$ cat src/rtl/countdown_timer_pkg.sv
// Shared definitions for the mm:ss BCD countdown timer.
//   - DigitW             : width of one BCD digit
//   - BcdMax             : largest legal BCD digit value
//   - SecTensWrapDefault : value sec_tens reloads to on borrow (mm:ss rollover)
//   - bcd_t              : one BCD digit
//   - is_bcd()           : true when a keypad code is a legal decimal digit
package countdown_timer_pkg;

    localparam int unsigned DigitW             = 4;
    localparam int unsigned SecTensWrapDefault = 5;

    typedef logic [DigitW-1:0] bcd_t;

    localparam bcd_t BcdMax = 4'd9;

    function automatic logic is_bcd(input bcd_t d);
        return d <= BcdMax;
    endfunction

endpackage

$ cat src/rtl/countdown_timer_bcd_down_digit.sv
// One BCD digit of the countdown chain.
// Ports:
//   clk_i       system clock
//   rst_ni      asynchronous active-low reset, clears the digit to 0
//   load_i      parallel load of load_val_i (has priority over dec_i)
//   load_val_i  value to load
//   dec_i       decrement by one; a 0 reloads to Wrap
//   q_o         current digit value
//   borrow_o    dec_i while the digit is 0, feeds the next digit's dec_i
module countdown_timer_bcd_down_digit
    import countdown_timer_pkg::*;
#(
    parameter int unsigned Wrap = 9
) (
    input  logic clk_i,
    input  logic rst_ni,
    input  logic load_i,
    input  bcd_t load_val_i,
    input  logic dec_i,
    output bcd_t q_o,
    output logic borrow_o
);

    bcd_t q_q, q_d;

    always_comb begin
        q_d = q_q;
        if (load_i) begin
            q_d = load_val_i;
        end else if (dec_i) begin
            q_d = (q_q == '0) ? bcd_t'(Wrap) : q_q - 4'd1;
        end
    end

    always_ff @(posedge clk_i or negedge rst_ni) begin
        if (!rst_ni) begin
            q_q <= '0;
        end else begin
            q_q <= q_d;
        end
    end

    assign q_o      = q_q;
    assign borrow_o = dec_i & (q_q == '0);

endmodule

$ cat src/rtl/countdown_timer.sv
// mm:ss BCD countdown register fed by the keypad coder and a 1 Hz pulse train.
// Idle (enn_i=1): each valid keypad digit shifts in from the right.
// Counting (enn_i=0): decrements once per 1 Hz tick until 00:00.
// Ports:
//   clk_i       system clock, all state on the rising edge
//   rst_ni      asynchronous active-low reset
//   d_i         BCD digit from the keyboard coder, valid while loadn_i=0
//   loadn_i     active-low key-held strobe (asynchronous)
//   pgt_1hz_i   1 Hz pulse train, rising edge = one tick (asynchronous)
//   enn_i       active-low count enable from the control FSM
//   sec_ones_o  BCD seconds units     sec_tens_o  BCD seconds tens
//   min_ones_o  BCD minutes units     min_tens_o  BCD minutes tens
//   zero_o      all four digits are 0
//   done_o      one-clock pulse after the tick that reaches 00:00
module countdown_timer
    import countdown_timer_pkg::*;
#(
    parameter int unsigned SyncStages  = 2,
    parameter int unsigned SecTensWrap = SecTensWrapDefault
) (
    input  logic clk_i,
    input  logic rst_ni,
    input  bcd_t d_i,
    input  logic loadn_i,
    input  logic pgt_1hz_i,
    input  logic enn_i,
    output bcd_t sec_ones_o,
    output bcd_t sec_tens_o,
    output bcd_t min_ones_o,
    output bcd_t min_tens_o,
    output logic zero_o,
    output logic done_o
);

    logic [SyncStages-1:0] loadn_sync_q, pgt_sync_q;
    logic                  loadn_prev_q, pgt_prev_q;
    logic                  done_q, done_d;
    logic                  loadn_s, pgt_s;
    logic                  key_evt, tick;
    logic                  shift_en, dec_en;
    logic                  borrow_so, borrow_st, borrow_mo;
    logic                  min_tens_borrow_unused;

    // Synchronisers plus one edge-detect flop each; everything resets to 0, so the idle-high
    // loadn_i produces a rising (ignored) edge after reset rather than a key event.
    always_ff @(posedge clk_i or negedge rst_ni) begin
        if (!rst_ni) begin
            loadn_sync_q <= '0;
            pgt_sync_q   <= '0;
            loadn_prev_q <= 1'b0;
            pgt_prev_q   <= 1'b0;
            done_q       <= 1'b0;
        end else begin
            loadn_sync_q <= {loadn_sync_q[SyncStages-2:0], loadn_i};
            pgt_sync_q   <= {pgt_sync_q[SyncStages-2:0], pgt_1hz_i};
            loadn_prev_q <= loadn_s;
            pgt_prev_q   <= pgt_s;
            done_q       <= done_d;
        end
    end

    assign loadn_s = loadn_sync_q[SyncStages-1];
    assign pgt_s   = pgt_sync_q[SyncStages-1];
    assign key_evt = loadn_prev_q & ~loadn_s;
    assign tick    = pgt_s & ~pgt_prev_q;

    assign zero_o   = (sec_ones_o == '0) && (sec_tens_o == '0) &&
                      (min_ones_o == '0) && (min_tens_o == '0);
    assign shift_en = enn_i & key_evt & is_bcd(d_i);
    assign dec_en   = ~enn_i & tick & ~zero_o;

    // Only 00:01-equivalent (units 1, rest 0) can reach 00:00 on one decrement.
    always_comb begin
        done_d = dec_en && (sec_ones_o == 4'd1) && (sec_tens_o == '0) &&
                 (min_ones_o == '0) && (min_tens_o == '0);
    end

    assign done_o = done_q;

    countdown_timer_bcd_down_digit #(.Wrap(BcdMax)) u_sec_ones (
        .clk_i      (clk_i),
        .rst_ni     (rst_ni),
        .load_i     (shift_en),
        .load_val_i (d_i),
        .dec_i      (dec_en),
        .q_o        (sec_ones_o),
        .borrow_o   (borrow_so)
    );

    countdown_timer_bcd_down_digit #(.Wrap(SecTensWrap)) u_sec_tens (
        .clk_i      (clk_i),
        .rst_ni     (rst_ni),
        .load_i     (shift_en),
        .load_val_i (sec_ones_o),
        .dec_i      (borrow_so),
        .q_o        (sec_tens_o),
        .borrow_o   (borrow_st)
    );

    countdown_timer_bcd_down_digit #(.Wrap(BcdMax)) u_min_ones (
        .clk_i      (clk_i),
        .rst_ni     (rst_ni),
        .load_i     (shift_en),
        .load_val_i (sec_tens_o),
        .dec_i      (borrow_st),
        .q_o        (min_ones_o),
        .borrow_o   (borrow_mo)
    );

    // Never borrows: decrement is blocked at 00:00.
    countdown_timer_bcd_down_digit #(.Wrap(BcdMax)) u_min_tens (
        .clk_i      (clk_i),
        .rst_ni     (rst_ni),
        .load_i     (shift_en),
        .load_val_i (min_ones_o),
        .dec_i      (borrow_mo),
        .q_o        (min_tens_o),
        .borrow_o   (min_tens_borrow_unused)
    );

endmodule

$ cat config.mk
export PLATFORM = sky130hd
export DESIGN_NAME = countdown_timer
export DESIGN_NICKNAME = d
export VERILOG_FILES = /design/src/rtl/countdown_timer_pkg.sv /design/src/rtl/countdown_timer_bcd_down_digit.sv /design/src/rtl/countdown_timer.sv
export SDC_FILE = /design/constraint.sdc
export NUM_CORES = 1
export LEC_CHECK = 0
export ABC_CLOCK_PERIOD_IN_PS = 2300
export BUFFER_PORTS_ARGS = -buffer_cell sky130_fd_sc_hd__buf_2
export CAP_MARGIN = 20
export CORE_MARGIN = 8
export CORE_UTILIZATION = 51
export CTS_CLUSTER_SIZE = 24
export DETAILED_ROUTE_END_ITERATION = 10
export PLACE_DENSITY = 0.81
export SLEW_MARGIN = 20
export SYNTH_ARGS = -nofsm -noshare
export SYNTH_HDL_FRONTEND = slang
export SYNTH_SLANG_ARGS = --single-unit
$ cat constraint.sdc
create_clock -name clk_i -period 2.3 [get_ports clk_i]
set_input_delay 0.575 -clock clk_i [delete_from_list [all_inputs] [get_ports clk_i]]
set_output_delay 0.575 -clock clk_i [all_outputs]
set_load 0.01 [all_outputs]
Word level (Yosys, flattened, before mapping). Index checks and enable logic that the tools add are counted. W data, S select, Z words.

Bitwise operators: 13. Add/sub/neg operators: 4. Reductions and logical operators: 15. Order comparisons: 1. Muxes and demuxes: 12. Eq/ne operators: 1.

Operators with widths (number): $mux W4 (12); $logic_not A4 Y1 (4); $sub A4 B1 Y4 const B (4); $and A1 B1 Y1 (9); $reduce_bool A2 Y1 (4); $logic_and A1 B1 Y1 (7); $eq A4 B1 Y1 const B (1); $le A4 B4 Y1 const B (1); $not A1 Y1 (4).

Flip-flop bits (word level): 23. Output and inout bits: 18. Logic and storage cells: 55.

Longest topological paths before layout. Gate-level depths: netlist of the first run.

Depth after elaboration: 11. Gate-level depth with buffers: 5. Depth with buffers taken out: 4.

Modules after synthesis. From an unflattened synthesis of the first run, not the netlist that was laid out.

Cell total of the unflattened synthesis: 107. Area total of the unflattened synthesis: 1158.6 um^2.

Modules (own cells, without submodules): countdown_timer_bcd_down_digit at u_min_ones ... (times used 3, cells an instance 22, area each 231.5 um^2); countdown_timer (times used 1, cells an instance 20, area each 262.8 um^2); countdown_timer_bcd_down_digit at u_sec_tens (times used 1, cells an instance 21, area each 201.4 um^2).

Worst setup path after synthesis of the first run. No wires, ideal clock.

Path type: register to output. Start: reg u_min_tens.q_q[0], in the netlist u_min_tens.q_o[0]. End: out zero_o. Arrival time: 1419 ps. Stages on the path, launching flop included: 4. Path slack: 306 ps. Path through: dfrtp_1 > nor4_1 > nand4_1 > nor3_1.

Cells in the longest elaborated chain, start to end: 2.

RTL lines: from (decl) (RTL line countdown_timer_bcd_down_digit.sv:24) `bcd_t q_q, q_d;`; from (signal assigned) (RTL line countdown_timer_bcd_down_digit.sv:39) `q_q <= q_d;`; $logic_not A4 Y1; $logic_and A1 B1 Y1 (RTL line countdown_timer.sv:68) `(min_ones_o == '0) && (min_tens_o == '0);`; to (decl) (RTL line countdown_timer.sv:31) `output logic zero_o,`.

Every way passes these cells.

Worst setup path in the final report of the first run.
Start: reg u_sec_ones.q_q[2], in the netlist u_sec_ones.q_o[2]. End: out zero_o.

Cells in the longest elaborated chain, start to end: 4.

RTL lines: from (decl) (RTL line countdown_timer_bcd_down_digit.sv:24); from (signal assigned) (RTL line countdown_timer_bcd_down_digit.sv:39); $logic_not A4 Y1 (RTL line countdown_timer.sv:67) `assign zero_o = (sec_ones_o == '0) && (sec_tens_o == '0) &&`; $logic_and A1 B1 Y1 (2 in a row) (RTL line countdown_timer.sv:67); $logic_and A1 B1 Y1 (RTL line countdown_timer.sv:68).

Every way passes these cells.

==> results of run 1 <==
through the flow:
| step | hold WS (ns) | area, µm² |
|---|---|---|
| floorplan | 0.279 | 1130 |
| global placement | 0.336 | 1300 |
| detailed placement | 0.340 | 1300 |
| CTS | 0.218 | 1350 |
| global route | 0.233 | 1400 |
| finish | 0.196 | 1400 |
registers in the layout, indices dropped and copies added, names as in the netlist:
register and count:
u_sec_tens.q_o 4, u_min_ones.q_o 4, loadn_sync_q 2, pgt_sync_q 2, loadn_prev_q 1, u_min_tens.q_o 4
u_sec_ones.q_o 4, done_o 1, pgt_prev_q 1
report_power, final:
group	switching, W	leakage, nW	total, W	internal, W
logic	0.000242	0.318	0.000468	0.000225
registers	0.000202	0.271	0.000715	0.000513
clock network	0.000129	0.0177	0.000195	0.0000653
total	0.000574	0.607	0.00138	0.000804
logic make-up after synthesis:
family | Yosys count | share of synthesized area, %
AND/OR/NAND/NOR | 63 | 31.7
AO/OA/AOI/OAI | 26 | 14.3
flip-flops | 23 | 51.1
buffers and inverters | 6 | 2.00
multiplexers | 1 | 0.888
cells in the final DEF, fill, tap and decap left out, types with 2 or more instances in the layout:
cell	count
nor4_1	2
nand4_1	3
nand3_1	5
nor4_4	2
dfrtp_2	2
a21oi_1	3
buf_4	8
inv_1	3
o21ai_0	11
nor2_1	15
buf_2	26
a31oi_1	4
nor3_1	8
dfrtp_1	21
or4_1	4
a311oi_1	2
nand2_1	11
or3_1	2
clkbuf_4	3
timing repair:
item,in CTS,in global routing
setup buffers,0,5
hold buffers,0,0
pin swaps,0,2
endpoints found under the setup margin,1,1
gates resized for setup,2,3
worst paths after layout:
kind	startpoint	to	slack (ns)	cells past startpoint
min	rst_ni	u_sec_ones.q_o[0]	0.20	1
max	u_sec_ones.q_o[2]	zero_o	0.10	3
max reg2reg	u_sec_tens.q_o[2]	u_min_tens.q_o[1]	0.38	6
min reg2reg	pgt_sync_q[0]	pgt_sync_q[1]	0.37	0
max in group asynchronous	rst_ni	u_sec_tens.q_o[1]	1.74	1
min in group clk_i	pgt_1hz_i	pgt_sync_q[0]	0.34	1
area by class of cell:
type / count / share of cell area (%)
Timing Repair Buffer: 34 / 13.6
Clock inverter: 1 / 0.359
Inverter: 3 / 0.807
Sequential cell: 23 / 41.4
Clock buffer: 3 / 1.61
Tap cell: 28 / 2.51
Multi-Input combinational cell: 90 / 39.6
metal layers:
layer / vias up / track usage, % / wire length (µm)
li1: 521 / - / -
met1: 528 / 15.0 / 1170
met2: 20 / 23.9 / 1410
met3: 7 / 3.05 / 87
met4: 0 / 5.98 / 53
met5: - / 0 / 0
==> flow_summary.toml, run 1 <==
[drt]
finalWirelength_um = 2720
drtAntennaViolNets = 0
wl_per_cell_um = 14.9
viasPerCell = 5.91
drc = 0
drt_iter0_drc = 28
firstDrtPassIters = 4
vias = 1076

[critical_path]
cp.required_ns = 1.73
endpoint_kind = "output pin"
worstPathMaxFanout = 8
critPathBufInv = 1
critPathSlowestCell = "dfrtp_1"
worstPathArrival_ns = 1.62
critPathTopFamily = "simple AND/OR/NAND/NOR gates"
slowest_delay_ns = 0.47
cp-start-kind = "register"
critPathKind = "reg2out"
cp_cell_sequence = "or3_1 -> nor3_1 -> buf_2"

[yosys]
synth_top_area_share_pct = 51.1
yosysUniqueCellTypes = 34
synthArstFlopShare_pct = 100
yosysWarnings = 0
yosysTopAreaCell = "dfrtp_1"
synth_area_leaders = "dfrtp_1, nor2_1, o21ai_0, nand2_1, nor3_1"
synthTopCellsByCount = "dfrtp_1, nor2_1, nand2_1, o21ai_0, nor3_1"
ys.flop_type = "dfrtp_1"
synth-edff-count = 0
synth-seq-cells = 23
synthMostInstantiatedCell = "dfrtp_1"
postSynthCellCount = 119
syn_area_per_cell_um2 = 9.47
syn-cell-area_um2 = 1130
yosysSeqAreaShare_pct = 51.1
syn-num-nets = 128

[sta]
final-setup-viol-count = 0
layout_setup_ws_ns = 0.105
worst_pin_slew_ns = 0.506
skew_ns = 0.00567
fmax_mhz = 455
fin_setup_tns_ns = 0
min_period_over_period_pct = 95.5
rsz0062_at_grt = "false"
maxSlewHeadroom_pct = 66.3
slew_viol_final = 0
hold_viol = 0
fin_crit_ns = 2.20

[power]
total_leakage_power_nw = 0.607
peakVddDrop_mv = 0.702
power_density_nw_per_um2 = 987
finalPower_w = 0.00138

[global_route]
antenna_found_initial = 0
first_global_vias = 1033
grt_pass1_wl_um = 4530
grt_start_max_net_pins = 24
grt_use_total_pct = 13.5
grt-ovfl-total = 0

[floorplanning]
core-area_um2 = 2150
fp-row-count = 17
dieHeight_um = 63.0
dieArea_um2 = 3970
io_pins = 27
initial_core_util_pct = 52.5
die-width_um = 63.0

[place]
port_buffers = 26
post-place-cells = 173
post-dp-hpwl_um = 1970
gp_congestion = 0.886
dp_slack_ns = 0.262

[job]
cap_violations = 0

[worst_hold_path]
hold_class = "in2async"

[final_layout]
n_antenna_cell = 0
finalNetCount = 164
syn2layout_area_growth_pct = 23.8
post-route-util_pct = 64.9
finalNonFillerCells = 182
num-fill-cells = 177
drive_gt1_share_pct = 29.9
multi_input_area_um2 = 553
regArea_um2 = 578

[cts]
cts_sinks = 23
clock_path_buffers = 2
clk_latency_ns = 0.33
cts_buffers = 3
ctsHtreeMaxLevel = 1
tritoncts = "yes"
clockRootBuffer = "clkbuf_4"
clkSlewWorstSetupHoldPaths_ns = 0.13

[status]
status = "finished, final reports clean"
(Power assumes the default switching activity.)
==> inputs of run 2 (changes only) <==
--- a/config.mk
+++ b/config.mk
@@ -6,13 +6,13 @@
 export NUM_CORES = 1
 export LEC_CHECK = 0
 export ABC_CLOCK_PERIOD_IN_PS = 2300
-export BUFFER_PORTS_ARGS = -buffer_cell sky130_fd_sc_hd__buf_2
+export BUFFER_PORTS_ARGS = -buffer_cell sky130_fd_sc_hd__buf_4
 export CAP_MARGIN = 20
 export CORE_MARGIN = 8
-export CORE_UTILIZATION = 51
+export CORE_UTILIZATION = 30
 export CTS_CLUSTER_SIZE = 24
 export DETAILED_ROUTE_END_ITERATION = 10
-export PLACE_DENSITY = 0.81
+export PLACE_DENSITY = 0.54
 export SLEW_MARGIN = 20
 export SYNTH_ARGS = -nofsm -noshare
 export SYNTH_HDL_FRONTEND = slang
==> constraint.sdc (replaced) <==
create_clock -name clk_i -period 2.3 [get_ports clk_i]
set_input_delay 0.115 -clock clk_i [delete_from_list [all_inputs] [get_ports clk_i]]
set_output_delay 0.115 -clock clk_i [all_outputs]
set_load 0.01 [all_outputs]
==> run 2 against run 1 <==
Sequential share of layout area down 2.1 points; largest cell class unchanged; global-route usage down 3.8 points; flip-flop and latch count did not move; critical endpoint unchanged; clock power is 28% higher; largest power group unchanged; routed wire length rose by 3.3%; worst setup slack better by 0.19 ns; first-iteration DRC count rose by 96%.
==> flow_summary.toml, run 2 (synthesized netlist as in run 1, its figures left out) <==
[cts]
ctsHtreeMaxLevel = 1
clockRootBuffer = "clkbuf_8"
cts_buffers = 3
tritoncts = "yes"
clk_latency_ns = 0.26
cts_sinks = 23
cts_setup_buffers = 0
clkSlewWorstSetupHoldPaths_ns = 0.08
cts_hold_buffers = 3
post_cts_resize_count = 0
clock_path_buffers = 2

[power]
power_density_nw_per_um2 = 976
total_leakage_power_nw = 0.614
peakVddDrop_mv = 0.309

[floorplanning]
dieArea_um2 = 5980
fp-row-count = 22
initial_core_util_pct = 31.0
core-area_um2 = 3630
io_pins = 27
die-width_um = 77.3
dieHeight_um = 77.3

[final_layout]
post-route-util_pct = 40.2
n_antenna_cell = 0
layout_commonest_cell = "buf_4"
syn2layout_area_growth_pct = 29.6
num-fill-cells = 390
finalNetCount = 161
layout_common_cells = "buf_4, dfrtp_1, nor2_1"
drive_gt1_share_pct = 23.8

[sta]
final-setup-viol-count = 0
fmax_mhz = 499
fin_setup_tns_ns = 0
maxSlewHeadroom_pct = 67.9
fin_crit_ns = 2.01
worst_pin_slew_ns = 0.481
min_period_over_period_pct = 87.2
skew_ns = 0.00143
layout_setup_ws_ns = 0.295
whs_ns = 0.0727
rsz0062_at_grt = "false"
slew_viol_final = 0
hold_viol = 0

[drt]
viasPerCell = 5.18
met1_length_um = 1330
dr_wl_met3_um = 124
firstDrtPassIters = 4
drc = 0
drt_iter0_drc = 55
drtAntennaViolNets = 0
highest_layer = "met4"
wl_met2_um = 1340
vias = 1031
wl_per_cell_um = 14.1
finalWirelength_um = 2810

[worst_hold_path]
hold_class = "in2reg"

[critical_path]
worstPathArrival_ns = 1.89
r2r_cells = 4
startpoint = "u_sec_tens.q_o[0]"
cp-start-kind = "register"
endpoint_kind = "output pin"
rrSetupSlack_ns = 0.47
worstPathMaxFanout = 8
critPathKind = "reg2out"
worstSetupEndpoint = "zero_o"
r2r_start = "u_sec_ones.q_o[1]"
r2r-end = "u_min_ones.q_o[3]"
cp.required_ns = 2.18

[place]
dp_slack_ns = 0.487
port_buffers = 26
gp_congestion = 0.803
post-dp-hpwl_um = 2090

[global_route]
first_global_vias = 1032
grt_use_total_pct = 9.75
grt_pass1_wl_um = 4920
grt_start_max_net_pins = 24
grt-ovfl-total = 0
antenna_found_initial = 0

[job]
cap_violations = 0

[status]
status = "finished, final reports clean"
-- run 2: changes by cell type in the layout (fill, tap and decap cells not counted) --
cell,previous run,this run
nor4_2,0,1
clkbuf_1,0,1
dfrtp_2,2,0
buf_4,8,28
clkinv_2,1,0
buf_2,26,0
clkbuf_4,3,0
dlygate4sd3_1,0,3
nor4_4,2,0
dfrtp_1,21,23
clkbuf_8,0,3
nor4_1,2,3
-- run 2: worst min-delay path by stage --
stage | startpoint | slack, ns | cells after the start | endpoint
detailed placement | rst_ni | 0.03 | 1 | u_min_ones.q_o[2]
global placement | rst_ni | 0.03 | 1 | u_min_ones.q_o[3]
finish | d_i[1] | 0.07 | 3 | u_sec_ones.q_o[1]
CTS | d_i[1] | 0.07 | 3 | u_sec_ones.q_o[1]
floorplan | rst_ni | -0.18 | 0 | done_o
global route | d_i[1] | 0.08 | 3 | u_sec_ones.q_o[1]
-- run 2: per-stage QoR --
| stage | cells | area, µm² | total power [W] |
|---|---|---|---|
| 4_1_cts | 199 | 1460 | 0.00145 |
| 3_3_place_gp | 192 | 1390 | 0.00118 |
| 5_1_grt | 199 | 1460 | 0.00154 |
| 2_1_floorplan | 119 | 1130 | 0.000913 |
| 3_5_place_dp | 192 | 1390 | 0.00119 |
| 6_report | 199 | 1460 | 0.00143 |
-- run 2: per-layer routing --
layer | up-vias | global-route usage, %
met2 | 18 | 15.7
li1 | 518 | -
met4 | 0 | 3.02
met5 | - | 0
met1 | 493 | 12.4
met3 | 2 | 2.56
-- run 2: worst max-delay path, stage by stage (launching register included) --
cell,delay [ns]
dfrtp_1,0.47
nor4_2,0.43
nand4_1,0.34
nor3_1,0.23
buf_4,0.15
-- run 2: layout make-up --
type,count,area [µm²],share of cell area (%)
multi-input combinational,90,529,36.2
clock buffer,4,45.0,3.08
sequential,23,576,39.4
tap,48,60.1,4.11
inverter,3,11.3,0.771
timing repair buffer,31,240,16.4
-- run 2: where the power goes --
| group | internal, W | switching [W] | total [W] |
|---|---|---|---|
| Sequential | 0.000511 | 0.000192 | 0.000702 |
| Clock | 0.000123 | 0.000127 | 0.000250 |
| Combinational | 0.000246 | 0.000228 | 0.000474 |
